==> src/rtl/wb_port_arbiter_if.sv <==
// Register-file write-port arbitration bus.
// master: requester side (drives req, req_addr, stall).
// slave : arbiter side (drives gnt, sel, wr_en, wr_addr, busy).
interface wb_port_arbiter_if;
  logic [7:0]  req;
  logic [39:0] req_addr;
  logic        stall;
  logic [7:0]  gnt;
  logic [2:0]  sel;
  logic        wr_en;
  logic [4:0]  wr_addr;
  logic        busy;

  modport master (
    output req, req_addr, stall,
    input  gnt, sel, wr_en, wr_addr, busy
  );

  modport slave (
    input  req, req_addr, stall,
    output gnt, sel, wr_en, wr_addr, busy
  );
endinterface

==> src/rtl/wb_port_arbiter.sv <==
// Round-robin arbiter for an 8-requester register-file write port.
// One-cycle grant latency, one grant per cycle, stall blocks grants.
// The requester granted in the current cycle is masked from the next
// arbitration, so a held req is only re-granted as a new request.
// Compile-time option: define WB_ARB_ZERO_FILTER_EN to suppress wr_en
// for grants whose captured register index is 0 (the grant still issues
// and the pointer still advances).
module wb_port_arbiter (
  input  logic              clk,
  input  logic              reset_n,
  wb_port_arbiter_if.slave  bus
);

`ifdef WB_ARB_ZERO_FILTER_EN
  localparam bit ZERO_FILTER = 1'b1;
`else
  localparam bit ZERO_FILTER = 1'b0;
`endif

  typedef enum logic [1:0] {
    IDLE    = 2'd0,
    GRANT   = 2'd1,
    STALLED = 2'd2
  } state_t;

  state_t      state;
  logic [2:0]  ptr;

  // Arbitration stage (combinational, from current req and pointer)
  logic [7:0]  elig_p0;
  logic        found_p0;
  logic [2:0]  win_p0;
  logic [4:0]  win_addr_p0;

  // Grant stage (registered outputs)
  logic [7:0]  gnt_p1;
  logic [2:0]  sel_p1;
  logic        wr_en_p1;
  logic [4:0]  wr_addr_p1;

  // Write enable for a winning index; index 0 is dropped when filtering.
  function automatic logic wr_en_for(input logic [4:0] addr);
    return !ZERO_FILTER || (addr != 5'd0);
  endfunction

  // Mask out the requester whose grant pulse is currently on the bus.
  always_comb begin
    elig_p0 = bus.req & ~gnt_p1;
  end

  // Round-robin search: ptr, ptr+1, ... ptr+7 (mod 8); first eligible wins.
  always_comb begin
    found_p0 = 1'b0;
    win_p0   = ptr;
    for (int i = 0; i < 8; i++) begin
      if (!found_p0 && elig_p0[ptr + 3'(i)]) begin
        found_p0 = 1'b1;
        win_p0   = ptr + 3'(i);
      end
    end
  end

  // Capture the winner's register index from its slice of req_addr.
  always_comb begin
    win_addr_p0 = bus.req_addr[5*int'(win_p0) +: 5];
  end

  // Control FSM with registered grant outputs. Every state follows the
  // same rule: stall forces STALLED with no grant, otherwise an eligible
  // requester is granted (GRANT), otherwise IDLE. sel/wr_addr keep their
  // last values whenever no grant is issued.
  always_ff @(posedge clk or negedge reset_n) begin
    if (!reset_n) begin
      state      <= IDLE;
      ptr        <= 3'd0;
      gnt_p1     <= 8'd0;
      sel_p1     <= 3'd0;
      wr_en_p1   <= 1'b0;
      wr_addr_p1 <= 5'd0;
    end else begin
      gnt_p1   <= 8'd0;
      wr_en_p1 <= 1'b0;
      if (bus.stall) begin
        state <= STALLED;
      end else if (found_p0) begin
        state      <= GRANT;
        gnt_p1     <= 8'b1 << win_p0;
        sel_p1     <= win_p0;
        wr_en_p1   <= wr_en_for(win_addr_p0);
        wr_addr_p1 <= win_addr_p0;
        ptr        <= win_p0 + 3'd1;
      end else begin
        state <= IDLE;
      end
    end
  end

  assign bus.gnt     = gnt_p1;
  assign bus.sel     = sel_p1;
  assign bus.wr_en   = wr_en_p1;
  assign bus.wr_addr = wr_addr_p1;
  assign bus.busy    = (state == GRANT) || (|bus.req);

endmodule

==> src/flat_wrapper.sv <==
// flat-port wrapper written by rule: the top's interface ports become plain ports
module wb_port_arbiter_flat 
  (clk, reset_n, bus_req, bus_req_addr, bus_stall, bus_gnt, bus_sel, bus_wr_en, bus_wr_addr, bus_busy);
  wb_port_arbiter_if bus_i ();
  input  logic clk;
  input  logic reset_n;
  input wire logic [$bits(bus_i.req)-1:0] bus_req;
  input wire logic [$bits(bus_i.req_addr)-1:0] bus_req_addr;
  input wire logic [$bits(bus_i.stall)-1:0] bus_stall;
  output wire logic [$bits(bus_i.gnt)-1:0] bus_gnt;
  output wire logic [$bits(bus_i.sel)-1:0] bus_sel;
  output wire logic [$bits(bus_i.wr_en)-1:0] bus_wr_en;
  output wire logic [$bits(bus_i.wr_addr)-1:0] bus_wr_addr;
  output wire logic [$bits(bus_i.busy)-1:0] bus_busy;
  assign bus_i.req = bus_req;
  assign bus_i.req_addr = bus_req_addr;
  assign bus_i.stall = bus_stall;
  assign bus_gnt = bus_i.gnt;
  assign bus_sel = bus_i.sel;
  assign bus_wr_en = bus_i.wr_en;
  assign bus_wr_addr = bus_i.wr_addr;
  assign bus_busy = bus_i.busy;
  wb_port_arbiter u_core (.clk(clk), .reset_n(reset_n), .bus(bus_i));
endmodule
==> config.mk <==
export PLATFORM = sky130hd
export DESIGN_NAME = wb_port_arbiter_flat
export DESIGN_NICKNAME = d
export VERILOG_FILES = /design/src/rtl/wb_port_arbiter_if.sv /design/src/rtl/wb_port_arbiter.sv /design/src/flat_wrapper.sv
export SDC_FILE = /design/constraint.sdc
export NUM_CORES = 1
export LEC_CHECK = 0
export BUFFER_PORTS_ARGS = -buffer_cell sky130_fd_sc_hd__buf_2
export CAP_MARGIN = 30
export CELL_PAD_IN_SITES_DETAIL_PLACEMENT = 0
export CELL_PAD_IN_SITES_GLOBAL_PLACEMENT = 1
export CORE_MARGIN = 8
export CORE_UTILIZATION = 39
export CTS_CLUSTER_SIZE = 10
export DETAILED_ROUTE_END_ITERATION = 12
export PLACE_DENSITY_LB_ADDON = 0.1
export REMOVE_ABC_BUFFERS = 1
export SLEW_MARGIN = 5
export SYNTH_ARGS = -nofsm -noshare
export SYNTH_HDL_FRONTEND = slang
export SYNTH_SLANG_ARGS = --single-unit
==> constraint.sdc <==
create_clock -name clk -period 4.26 [get_ports clk]
set_input_delay 0.213 -clock clk [delete_from_list [all_inputs] [get_ports clk]]
set_output_delay 0.213 -clock clk [all_outputs]
set_load 0.005 [all_outputs]
After elaboration in Yosys (flattened, before gate mapping) --
Cells that the tools add are included.
Storage, ports and cells: register bits after elaboration 22
Operators by class: $add $sub $neg 8, multipliers 1, $lt $le $gt $ge 8, eq/ne operators 1, shift-type cells 2, mux-type cells 37, bitwise logic cells 3, reductions and logical operators 17
Operator list (count):
- 40-bit by 32-bit indexed part select with 5-bit output | 1
- 3-bit by 4-bit < comparator with 1-bit output, second input constant | 8
- 1-bit binary-select mux with 3-bit select | 8
- 3-bit two-way mux | 7
- 1-bit two-way mux | 19
- 8-bit two-way mux | 2
- 3-bit adder, second input constant | 4
- 8-bit bitwise AND | 1
- 8-bit inverter | 1
- 8-bit OR reduction | 1
- 1-bit by 3-bit << shifter with 8-bit output, first input constant | 1
- 1-bit logical AND | 7
- 1-bit zero test | 7
- 3-bit by 1-bit adder with 3-bit output, second input constant | 2
- 3-bit by 2-bit adder with 3-bit output, second input constant | 2
- 3-bit by 3-bit multiplier with 6-bit output, first input constant | 1
- 2-bit by 1-bit equality test with 1-bit output, second input constant | 1
- 2-bit two-way mux | 1
- 2-bit AND reduction | 1
- 1-bit logical OR | 1
- 1-bit inverter | 1

Depth between registers and ports, before layout --
word-level depth 29, gate-level depth with buffers 15, depth with buffers taken out 12

Least setup slack after synthesis --
OpenSTA, ideal clock, no wires.
path kind register to register, from register u_core.ptr[1], to register u_core.ptr[2], library setup time 0.125 ns, arrival 3.544 ns, required time 4.135 ns, setup slack 0.591 ns, cell stages (with the launch flop) 14, buffers on the path 2, clock period less this slack 3.669 ns, path through dfrtp_1 -> clkbuf_1 -> inv_1 -> ha_1 -> xnor2_1 -> mux4_2 -> or3_1 -> a21oi_1 -> a21oi_1 -> o31ai_1 -> clkbuf_1 -> nor2_1 -> ha_1 -> mux2_2
On the way: word-level cells in the longest chain between the ends 25, elaborated cells on any way between the ends 54, classes of those cells add/sub (8); mux (31); reduce/logical (15)
Ends and longest elaborated chain:
- from (decl) | line wb_port_arbiter.sv:27 | logic [2:0] ptr;
- from (signal assigned) | line wb_port_arbiter.sv:91 | ptr <= win_p0 + 3'd1;
- branches (longest 25 deep; another with 3-bit by 1-bit adder with 3-bit output)
Parallel ways; which one is timed is not known. The select of a mux whose other input is x is not followed. A chain may end at the register's enable or synchronous reset.

Final worst setup path --
from register u_core.ptr[1], to register u_core.wr_addr_p1[1] (netlist: u_core.bus.wr_addr[1])
On the way: word-level cells in the longest chain between the ends 26, elaborated cells on any way between the ends 55, classes of those cells add/sub (7); mul (1); shift (1); mux (31); reduce/logical (15)
Ends and longest elaborated chain:
- branches (longest 26 deep; another with 3-bit by 1-bit adder with 3-bit output)
- to (signal assigned) | line wb_port_arbiter.sv:90 | wr_addr_p1 <= win_addr_p0;
- to (decl) | line wb_port_arbiter.sv:39 | logic [4:0] wr_addr_p1;
Parallel ways; which one is timed is not known. The select of a mux whose other input is x is not followed.

==> impl_metrics.env <==
export IMPL_portBuffers=68
export IMPL_start_util=0.402
export IMPL_cp_end_kind="flop"
export IMPL_synthArstFlopShare=1.00
export IMPL_tritoncts="done"
export IMPL_dp_hpwl_um=4990
export IMPL_ys_types=57
export IMPL_clkTransAtPathRegs_ps=80
export IMPL_holdWs_ps=77.7
export IMPL_dieArea_um2=8350
export IMPL_cap_violations=0
export IMPL_crit_fanout=14
export IMPL_worstSetupStartpointType="flop"
export IMPL_place_ws_ps=370
export IMPL_yosysMostFrequentCell="mux2i_1"
export IMPL_synth_top_area_share=0.237
export IMPL_grt_overflow_total=0
export IMPL_cts_buffer_depth=2
export IMPL_fp_dieW_um=91.4
export IMPL_die_h_um=91.4
export IMPL_grt_util_all_layers=0.145
export IMPL_first_pass_iters=4
export IMPL_synth_seq_cells=21
export IMPL_setup_viol=0
export IMPL_cts_root_buffer="clkbuf_8"
export IMPL_coreArea_um2=5510
export IMPL_fin_cells=364
export IMPL_synth_top_family_by_area="multiplexers"
export IMPL_status="complete, no violations"
export IMPL_maxSlewViolCount=0
export IMPL_worst_slack_ps=451
export IMPL_grt_start_max_net_pins=22
export IMPL_cpPeakStageDelay_ps=610
export IMPL_multi_input_area_um2=1600
export IMPL_syn_inst=225
export IMPL_diodes=0
export IMPL_drive_above_1_share=0.377
export IMPL_synthAdderAreaFrac=0.0169
export IMPL_synthXorXnorAreaFrac=0.0243
export IMPL_relSlewSlack=0.615
export IMPL_synth_common_cells="mux2i_1, dfrtp_1, nor2_1"
export IMPL_rows=27
export IMPL_grt_pass1_wl_um=10300
export IMPL_rsz0062_at_grt="false"
export IMPL_crit_required_ps=4400
export IMPL_fillers=546
export IMPL_slowest_stage="mux4_2"
export IMPL_final_util=0.491
export IMPL_worst_pin_slew_ps=573
export IMPL_final_hold_viol_count=0
export IMPL_max_freq_ghz=0.263
export IMPL_avgSynthCellArea_um2=9.85
export IMPL_drc=0
export IMPL_cts_sinks=21
export IMPL_crit_path_cell_trace="inv_1, ha_2, xnor2_1, mux4_2, a31oi_1, o32ai_4, xnor2_4, buf_4, mux2i_1, mux2i_1, mux2i_1, a21oi_1"
export IMPL_yosysTopAreaCell="dfrtp_1"
export IMPL_htreeDepth=1
export IMPL_wl_per_cell_um=16.5
export IMPL_ys_seq_area_frac=0.237
export IMPL_antenna_found_initial=0
export IMPL_crit_top_cell="mux2i_1"
export IMPL_fin_crit_ps=3810
export IMPL_ys_warnings_count=0
export IMPL_cts_buffers_inserted=3
export IMPL_synth_top_flop_cell="dfrtp_1"
export IMPL_synth_compound_area_frac=0.125
export IMPL_yosys_top_cells_area="dfrtp_1, mux2i_1, mux4_2"
export IMPL_drt_initial_drc_count=61
export IMPL_crit_type="reg -> reg"
export IMPL_synth_edff_count=0
export IMPL_synth_simple_area_share=0.216
export IMPL_area_growth_pct=22.0
export IMPL_dp_cells=359
export IMPL_drtAntennaViolNets=0
export IMPL_routed_wl_um=6020
export IMPL_io_pins=69
export IMPL_clk_latency_ps=250
export IMPL_place_congestion=0.869
export IMPL_yosys_mux_area_fraction=0.334
export IMPL_fin_crit_sh=0.894
export IMPL_routed_via_density=5.31
export IMPL_skew_ps=2.89
export IMPL_seqCellArea_um2=526
export IMPL_worstPathArrival_ps=3950
export IMPL_via_count=1934
export IMPL_nNetsFinal=347
export IMPL_syn_cell_area_um2=2220
export IMPL_hold_class="in -> reg"
export IMPL_grt_pass1_vias=2117
flip-flops by register name, summed over array words and instances (netlist names):
signal and flops:
u_core.bus.gnt 8, u_core.bus.sel 3, u_core.bus.wr_addr 5, u_core.ptr 3, u_core.state 2
cell type report:
class                      instances  share of cell area
clock buffer                       3              0.0153
sequential                        21               0.194
clock inverter                     1             0.00278
multi-input combinational        184               0.593
tap                               72              0.0333
inverter                           6             0.00925
timing repair buffer              77               0.152
through the flow:
stage / setup TNS (ps) / cell area, um2
after floorplan: -7710 / 2140
after global placement: 0 / 2640
after detailed placement: 0 / 2640
after CTS: 0 / 2700
after global routing: 0 / 2700
final: 0 / 2700
layout by cell type, fill, tap and decap left out, types with 2 or more instances in the layout:
cell type	instances
buf_2	68
mux2i_1	47
dfrtp_1	21
nor2_1	18
a21oi_1	13
nand2b_1	12
nand2_1	12
mux4_2	9
buf_4	8
nor2b_1	6
mux2_2	6
inv_1	5
nor4_1	4
xnor2_1	3
o21ai_0	3
a31oi_1	3
nor3_1	3
nor3b_1	3
clkbuf_8	3
nor4bb_1	2
or4bb_1	2
and2_1	2
o22ai_1	2
nand3_1	2
ha_1	2
final timing paths:
kind                       depth (start not counted)  slack, ps                    end         startpoint
max reg2reg                                       12        450  u_core.bus.wr_addr[1]      u_core.ptr[1]
min reg2reg                                        1        490      u_core.bus.sel[2]  u_core.bus.sel[2]
max in group asynchronous                          2       3480          u_core.ptr[1]            reset_n
max                                               12        450  u_core.bus.wr_addr[1]      u_core.ptr[1]
min                                                1         80        u_core.state[1]          bus_stall
min in group asynchronous                          2        450      u_core.bus.sel[2]            reset_n
routing by layer:
metal | vias up | track usage | routed length (um)
li1 | 976 | - | -
met1 | 898 | 0.180 | 2730
met2 | 55 | 0.253 | 2910
met3 | 5 | 0.0321 | 319
met4 | 0 | 0.0205 | 59
met5 | - | 0 | 0
critical path: cells and delay by family, from the launching register on:
| family | cells | cell delay [ps] |
|---|---|---|
| multiplexers | 4 | 1060 |
| XOR/XNOR | 2 | 850 |
| flip-flops | 1 | 560 |
| AO/OA/AOI/OAI | 3 | 530 |
| buffers and inverters | 2 | 480 |
| adder cells (fa/ha/maj) | 1 | 200 |
cells by family (layout without fill, tap and decap cells):
kind of cell	after synthesis	count (layout)
muxes	62	62
AOI/OAI and AO/OA	36	36
adders and majority gates	3	3
and+or+nand+nor	79	79
buffers and inverters	20	87
xor gates and xnor gates	4	4
DFF	21	21
timing repair:
| action | in CTS | in global routing |
|---|---|---|
| hold buffers | 1 | 0 |
| gates resized for setup | 0 | 1 |
| setup endpoints to repair | 0 | 2 |
| hold endpoints to repair | 21 | 0 |
| buffers inserted | 0 | 0 |
Power is left out: the tool's default activity adds up to more than one toggle a clock period on the data nets, which glitch-free logic cannot reach.
